<file path="config.mk">
export PLATFORM = sky130hd
export DESIGN_NAME = cdc_bus_sender
export DESIGN_NICKNAME = d
export VERILOG_FILES = /design/src/rtl/cdc_pkg.sv /design/src/rtl/cdc_ack_sync.sv /design/src/rtl/cdc_bus_sender.sv
export SDC_FILE = /design/constraint.sdc
export NUM_CORES = 1
export LEC_CHECK = 0
export CORE_MARGIN = 2
export CORE_UTILIZATION = 42
export CTS_CLUSTER_SIZE = 30
export DETAILED_ROUTE_END_ITERATION = 6
export MAX_ROUTING_LAYER = met4
export PLACE_DENSITY = 0.92
export SETUP_SLACK_MARGIN = 0.3
export SLEW_MARGIN = 30
export SYNTH_ARGS = -nofsm -noshare
export SYNTH_HDL_FRONTEND = slang
export SYNTH_SLANG_ARGS = --single-unit
export TNS_END_PERCENT = 10
</file>
<file path="constraint.sdc">
create_clock -name clk -period 3.1 [get_ports clk]
set_input_delay 0.775 -clock clk [delete_from_list [all_inputs] [get_ports clk]]
set_output_delay 0.775 -clock clk [all_outputs]
set_load 0.005 [all_outputs]
</file>
<file path="src/rtl/cdc_pkg.sv">
`default_nettype none
// ============================================================================
//  Module      : cdc_pkg
//  Description : Shared types and constants for the CDC bus sender: the
//                handshake state encoding and the default ack synchronizer
//                depth.
//  Revision    : 1.0 - initial release
// ============================================================================
package cdc_pkg;

    // Handshake phases of the 4-phase request/acknowledge protocol
    typedef enum logic [1:0] {
        IDLE    = 2'd0,
        REQ     = 2'd1,
        RELEASE = 2'd2
    } cdc_state_e;

    // Default flop depth of the ack synchronizer
    localparam int c_sync_stages_default = 3;

endpackage
`default_nettype wire

</file>
<file path="src/rtl/cdc_ack_sync.sv">
`default_nettype none
// ============================================================================
//  Module      : cdc_ack_sync
//  Description : Multi-flop level synchronizer that brings the destination
//                domain's acknowledge into the source clock domain.
//                SYNC_STAGES sets the depth (2..4).
//  Revision    : 1.0 - initial release
// ============================================================================
module cdc_ack_sync
    import cdc_pkg::*;
#(
    parameter int SYNC_STAGES = c_sync_stages_default
) (
    input  logic clk,
    input  logic arst,
    input  logic async_in,
    output logic sync_out
);

    (* ASYNC_REG = "TRUE" *) logic [SYNC_STAGES-1:0] r_sync;

    // Shift the asynchronous level through the chain; stage 0 may go metastable
    always_ff @(posedge clk or posedge arst) begin
        if (arst) begin
            r_sync <= '0;
        end else begin
            r_sync <= {r_sync[SYNC_STAGES-2:0], async_in};
        end
    end

    assign sync_out = r_sync[SYNC_STAGES-1];

endmodule
`default_nettype wire

</file>
<file path="src/rtl/cdc_bus_sender.sv">
`default_nettype none
// ============================================================================
//  Module      : cdc_bus_sender
//  Description : Source side of a 4-phase req/ack bus crossing. A word is
//                accepted in IDLE, held on xfer_data while xfer_req is high,
//                and done pulses once the synchronized ack has returned low.
//                Optional REQ-phase watchdog: define CDC_SENDER_TIMEOUT_EN.
//  Revision    : 1.0 - initial release
// ============================================================================
module cdc_bus_sender
    import cdc_pkg::*;
#(
    parameter int DATA_WIDTH     = 32,
    parameter int SYNC_STAGES    = c_sync_stages_default,
    parameter int TIMEOUT_CYCLES = 1024
) (
    input  logic                  clk,
    input  logic                  arst,
    input  logic                  in_valid,
    output logic                  in_ready,
    input  logic [DATA_WIDTH-1:0] in_data,
    output logic                  xfer_req,
    output logic [DATA_WIDTH-1:0] xfer_data,
    input  logic                  xfer_ack_async,
    output logic                  done,
    output logic                  timeout_err
);

    cdc_state_e            r_state;
    cdc_state_e            w_state_nxt;
    logic                  w_ack_sync;
    logic                  w_accept;
    logic                  w_timeout_hit;
    logic                  r_xfer_req;
    logic                  r_done;
    logic [DATA_WIDTH-1:0] r_xfer_data;

    cdc_ack_sync #(
        .SYNC_STAGES (SYNC_STAGES)
    ) u_ack_sync (
        .clk      (clk),
        .arst     (arst),
        .async_in (xfer_ack_async),
        .sync_out (w_ack_sync)
    );

`ifdef CDC_SENDER_TIMEOUT_EN
    localparam int c_cnt_w = $clog2(TIMEOUT_CYCLES + 1);

    logic [c_cnt_w-1:0] r_req_cnt;
    logic               r_timeout_err;

    // The last permitted REQ cycle ends without an ack: force the release
    assign w_timeout_hit = (r_state == REQ) && !w_ack_sync &&
                           (r_req_cnt == c_cnt_w'(TIMEOUT_CYCLES - 1));

    // Count cycles spent in REQ; cleared in every other phase
    always_ff @(posedge clk or posedge arst) begin
        if (arst) begin
            r_req_cnt <= '0;
        end else if ((r_state == REQ) && !w_timeout_hit) begin
            r_req_cnt <= r_req_cnt + 1'b1;
        end else begin
            r_req_cnt <= '0;
        end
    end

    // Sticky error flag, only reset clears it
    always_ff @(posedge clk or posedge arst) begin
        if (arst) begin
            r_timeout_err <= 1'b0;
        end else if (w_timeout_hit) begin
            r_timeout_err <= 1'b1;
        end
    end

    assign timeout_err = r_timeout_err;
`else
    logic w_unused_timeout_cfg;

    // Without the watchdog REQ waits for the ack indefinitely
    assign w_timeout_hit        = 1'b0;
    assign timeout_err          = 1'b0;
    assign w_unused_timeout_cfg = (TIMEOUT_CYCLES > 0);
`endif

    // Next-state decode; a stale high ack holds IDLE so a new request never
    // overlaps the previous handshake's acknowledge
    always_comb begin
        w_state_nxt = r_state;
        case (r_state)
            IDLE:    if (in_valid && !w_ack_sync)       w_state_nxt = REQ;
            REQ:     if (w_ack_sync || w_timeout_hit)   w_state_nxt = RELEASE;
            RELEASE: if (!w_ack_sync)                   w_state_nxt = IDLE;
            default:                                    w_state_nxt = IDLE;
        endcase
    end

    assign w_accept = (r_state == IDLE) && (w_state_nxt == REQ);

    // State register with req/done registered from the next-state decode
    always_ff @(posedge clk or posedge arst) begin
        if (arst) begin
            r_state    <= IDLE;
            r_xfer_req <= 1'b0;
            r_done     <= 1'b0;
        end else begin
            r_state    <= w_state_nxt;
            r_xfer_req <= (w_state_nxt == REQ);
            r_done     <= (r_state == RELEASE) && (w_state_nxt == IDLE);
        end
    end

    // Data is captured only on accept so it stays stable across the handshake
    always_ff @(posedge clk or posedge arst) begin
        if (arst) begin
            r_xfer_data <= '0;
        end else if (w_accept) begin
            r_xfer_data <= in_data;
        end
    end

    assign in_ready  = (r_state == IDLE);
    assign xfer_req  = r_xfer_req;
    assign xfer_data = r_xfer_data;
    assign done      = r_done;

endmodule
`default_nettype wire

</file>
# == Word-level counts from Yosys, hierarchy flattened ==
# Cells that the tools add are included.
# classes
reduce_logical,6
eq_ne,3
muxes,4
# op_table
cell,count
$mux W2,3
$pmux W2 S3,1
$eq A2 B1 Y1 const B,2
$logic_not A2 Y1,2
$logic_and A1 B1 Y1,3
$eq A2 B2 Y1 const B,1
$logic_not A1 Y1,1
# totals
reg_bits,39
output_inout_bits,36

# == Logic depth before layout (Yosys ltp) ==
# logic_depth
depth_word,6
ltp_mapped,3
ltp_nobuf,2

# == Hierarchy ==
# From an unflattened synthesis, not the netlist that was laid out.
# hier_totals
cells_unflattened,86
area_unflattened_um2,1452.6
# by_module_without_submodules
mod,n_inst,area_per_inst_um2,cells_each
cdc_bus_sender,1,1373.8,82
cdc_ack_sync,1,78.8,4

# == Least setup slack after synthesis ==
# Ideal clock, no wire load.
# synth_timing
path_type,in2reg
start,input port in_valid
end,register r_xfer_data[0] (netlist: xfer_data[0])
arrival_time_ns,1.616
stages,3
slack_ns,1.360
t_required_ns,2.975
path_cell_list,nor4b_4 buf_6 mux2_2
# synth_via
elab_chain_len,5
# synth_rtl
item,line,text
from (decl),cdc_bus_sender.sv:19,"input logic in_valid,"
$logic_and A1 B1 Y1,cdc_bus_sender.sv:92,IDLE: if (in_valid && !w_ack_sync) w_state_nxt = REQ;
$mux W2,cdc_bus_sender.sv:92,
$pmux W2 S3,cdc_bus_sender.sv:91,case (r_state)
$eq A2 B1 Y1,cdc_bus_sender.sv:99,assign w_accept = (r_state == IDLE) && (w_state_nxt == REQ);
$logic_and A1 B1 Y1,cdc_bus_sender.sv:99,
to (signal assigned),cdc_bus_sender.sv:119,r_xfer_data <= in_data;
to (decl),cdc_bus_sender.sv:36,logic [DATA_WIDTH-1:0] r_xfer_data;
# No other way between the ends.
# A chain may end at the register's enable or synchronous reset.

# == Worst setup path after layout ==
# layout_timing
start,register r_state[0]
end,output port in_ready
# layout_via
elab_chain_len,1
# layout_rtl
item,line,text
from (decl),cdc_bus_sender.sv:29,cdc_state_e r_state;
from (signal assigned),cdc_bus_sender.sv:108,r_state <= w_state_nxt;
$logic_not A2 Y1,cdc_bus_sender.sv:123,assign in_ready = (r_state == IDLE);
to (decl),cdc_bus_sender.sv:20,"output logic in_ready,"
# No other way between the ends.

==> impl_metrics.env <==
export IMPL_status="complete, no violations"
export IMPL_final_common_cell="clkdlybuf4s50_1"
export IMPL_ioPinCount=72
export IMPL_synthCells=85
export IMPL_grt_max_degree=40
export IMPL_post_drt_wl_per_cell_um=15.2
export IMPL_die_area_mm2=0.00394
export IMPL_clk_pin_slew_worst_paths_ns=0.10
export IMPL_dp_cells=200
export IMPL_finalCriticalPeriod_ns=2.19
export IMPL_cts_root_buf="clkbuf_4"
export IMPL_max_clock_freq_mhz=457
export IMPL_slowest_stage="clkdlybuf4s50_1"
export IMPL_hold_ws_ns=0.358
export IMPL_p_seq_share_pct=48.4
export IMPL_placedInstanceArea_mm2=0.00219
export IMPL_p_sw_mw=0.349
export IMPL_swShare_pct=23.8
export IMPL_finalPower_mw=1.47
export IMPL_worstSetupPathType="reg -> out"
export IMPL_layoutNonFillerInstCount=208
export IMPL_finalMaxSlewViolations=0
export IMPL_drive_above_1_share_pct=25.3
export IMPL_endpoint_kind="primary output"
export IMPL_worstSetupStartpointType="register"
export IMPL_nNetsFinal=197
export IMPL_vias_per_cell=4.58
export IMPL_cts_setup_buffers=0
export IMPL_ys_seq_area_share_pct=67.4
export IMPL_hp_class="reg -> reg"
export IMPL_dr_pass1_iters=2
export IMPL_insertion_delay_ns=0.32
export IMPL_cts_sinks=39
export IMPL_setup_viol=0
export IMPL_p_leak_nw=0.941
export IMPL_antenna_found_initial=0
export IMPL_path_delay_family="buffers and inverters"
export IMPL_fill_cells=242
export IMPL_clkPwrFrac_pct=19.1
export IMPL_crit_required_ns=2.32
export IMPL_htree_levels=2
export IMPL_routed_wl_um=3170
export IMPL_final_util_pct=67.6
export IMPL_yosys_warnings=0
export IMPL_synth_cell_type_count=13
export IMPL_fin_skew_ns=0.00259
export IMPL_hold_viol=0
export IMPL_vdd_drop_max_v=0.000384
export IMPL_cp_arrival_ns=1.41
export IMPL_combPwrFrac_pct=32.5
export IMPL_max_cap_violations=0
export IMPL_drtIter0Drc=23
export IMPL_cts_resized=0
export IMPL_crit_fanout=5
export IMPL_syn2layout_area_growth_pct=55.8
export IMPL_detail_route_antenna_nets=0
export IMPL_setup_tns_ns=0
export IMPL_synth_avg_cell_area_um2=17.0
export IMPL_pre_cts_ws_ns=0.736
export IMPL_synth_nets=121
export IMPL_synth_seq_cells=39
export IMPL_die_w_um=62.7
export IMPL_grt_util_all_layers_pct=18.5
export IMPL_layout_common_cells="clkdlybuf4s50_1 (70), dfrtp_1 (39), mux2_2 (30)"
export IMPL_grt_pass1_vias=1045
export IMPL_powerDensity_mw_per_mm2=650
export IMPL_min_period_over_period_pct=70.6
export IMPL_path_cells="nor2_1 > clkdlybuf4s50_1"
export IMPL_hpwl_um=2470
export IMPL_syn_area_mm2=0.00145
export IMPL_overflow=0
export IMPL_drc=0
export IMPL_p_int_mw=1.12
export IMPL_hold_buffers=0
export IMPL_numPortBuffers=70
export IMPL_initial_core_util_pct=43.4
export IMPL_rows=21
export IMPL_gp_congestion=0.834
export IMPL_design_area_mm2=0.00226
export IMPL_critPathBufInv=1
export IMPL_grt_setup_unrepaired="no"
export IMPL_cts_buffer_depth=2
export IMPL_numCtsBuffers=5
export IMPL_finalWorstSetupSlack_ns=0.911
export IMPL_dieHeight_um=62.7
export IMPL_grt_pass1_wl_um=5270
export IMPL_vias=952
export IMPL_core_mm2=0.00334
export IMPL_slowest_delay_ns=0.50
export IMPL_num_antenna_cells=0
export IMPL_cts_tree="yes"
-- worst register-to-register path, delay by kind of cell (launching register included) --
kind,cells,cell delay (ns)
flops,1,0.47
mux,1,0.39
buf+inv,1,0.35
simple gates,1,0.32
-- metal layers --
metal / wire, µm / part of all wire (%) / global-route usage (%) / vias up
li1: - / - / - / 443
met1: 1120 / 35 / 18.2 / 473
met2: 1880 / 59 / 34.1 / 30
met3: 106 / 3.3 / 3.60 / 6
met4: 70 / 2.2 / 10.0 / 0
met5: 0 / 0 / - / -
-- cells in the mapped netlist (all sizes together) --
| cell | n | area [µm²] |
|---|---|---|
| and2 | 1 | 6.26 |
| inv | 1 | 3.75 |
| nor2 | 2 | 7.51 |
| nor3 | 2 | 10.0 |
| dfrtp | 39 | 976 |
| nor4b | 1 | 23.8 |
| xor2 | 1 | 8.76 |
| mux2 | 32 | 360 |
| buf | 4 | 41.3 |
| conb | 1 | 3.75 |
| nor3b | 1 | 7.51 |
-- sequential cells by signal, indices dropped and copies added, names as in the netlist --
name / cells
u_ack_sync.r_sync: 3
xfer_req: 1
done: 1
xfer_data: 32
r_state: 2
-- power by group through the flow --
stage                     logic [mW]  clock network [mW]  registers [mW]
after global routing           0.509               0.314           0.728
after CTS                      0.485               0.292           0.712
after global placement         0.465                   0           0.708
final                          0.477               0.280           0.710
after floorplan                0.146                   0           0.721
after detailed placement       0.483                   0           0.722
-- final timing paths --
path,start,endpoint,slack [ns],cells past startpoint
max,r_state[0],in_ready,0.91,2
min,u_ack_sync.r_sync[0],u_ack_sync.r_sync[1],0.36,0
max reg2reg,r_state[0],xfer_data[31],1.46,3
min reg2reg,u_ack_sync.r_sync[0],u_ack_sync.r_sync[1],0.36,0
max in group asynchronous,arst,xfer_data[11],1.92,3
min in group asynchronous,arst,xfer_data[25],0.86,3
-- cell type report --
class	count	area [µm²]	share of cell area (%)
clock buffers	8	68.8	3.05
inverters	1	3.75	0.166
multi-input cells	41	428	19.0
flip-flops and latches	39	976	43.2
well taps	46	57.6	2.55
repair buffers	73	723	32.0
-- kinds of logic (layout without fill, tap and decap cells) --
group	count (synthesis)	after routing	share of synthesized area [%]
xor+xnor	1	1	0.605
simple gates	7	7	3.80
flops	39	39	67.4
other cells	1	1	0.259
mux	32	32	24.9
buf+inv	5	82	3.11
Power figures use the tool's default switching activity.
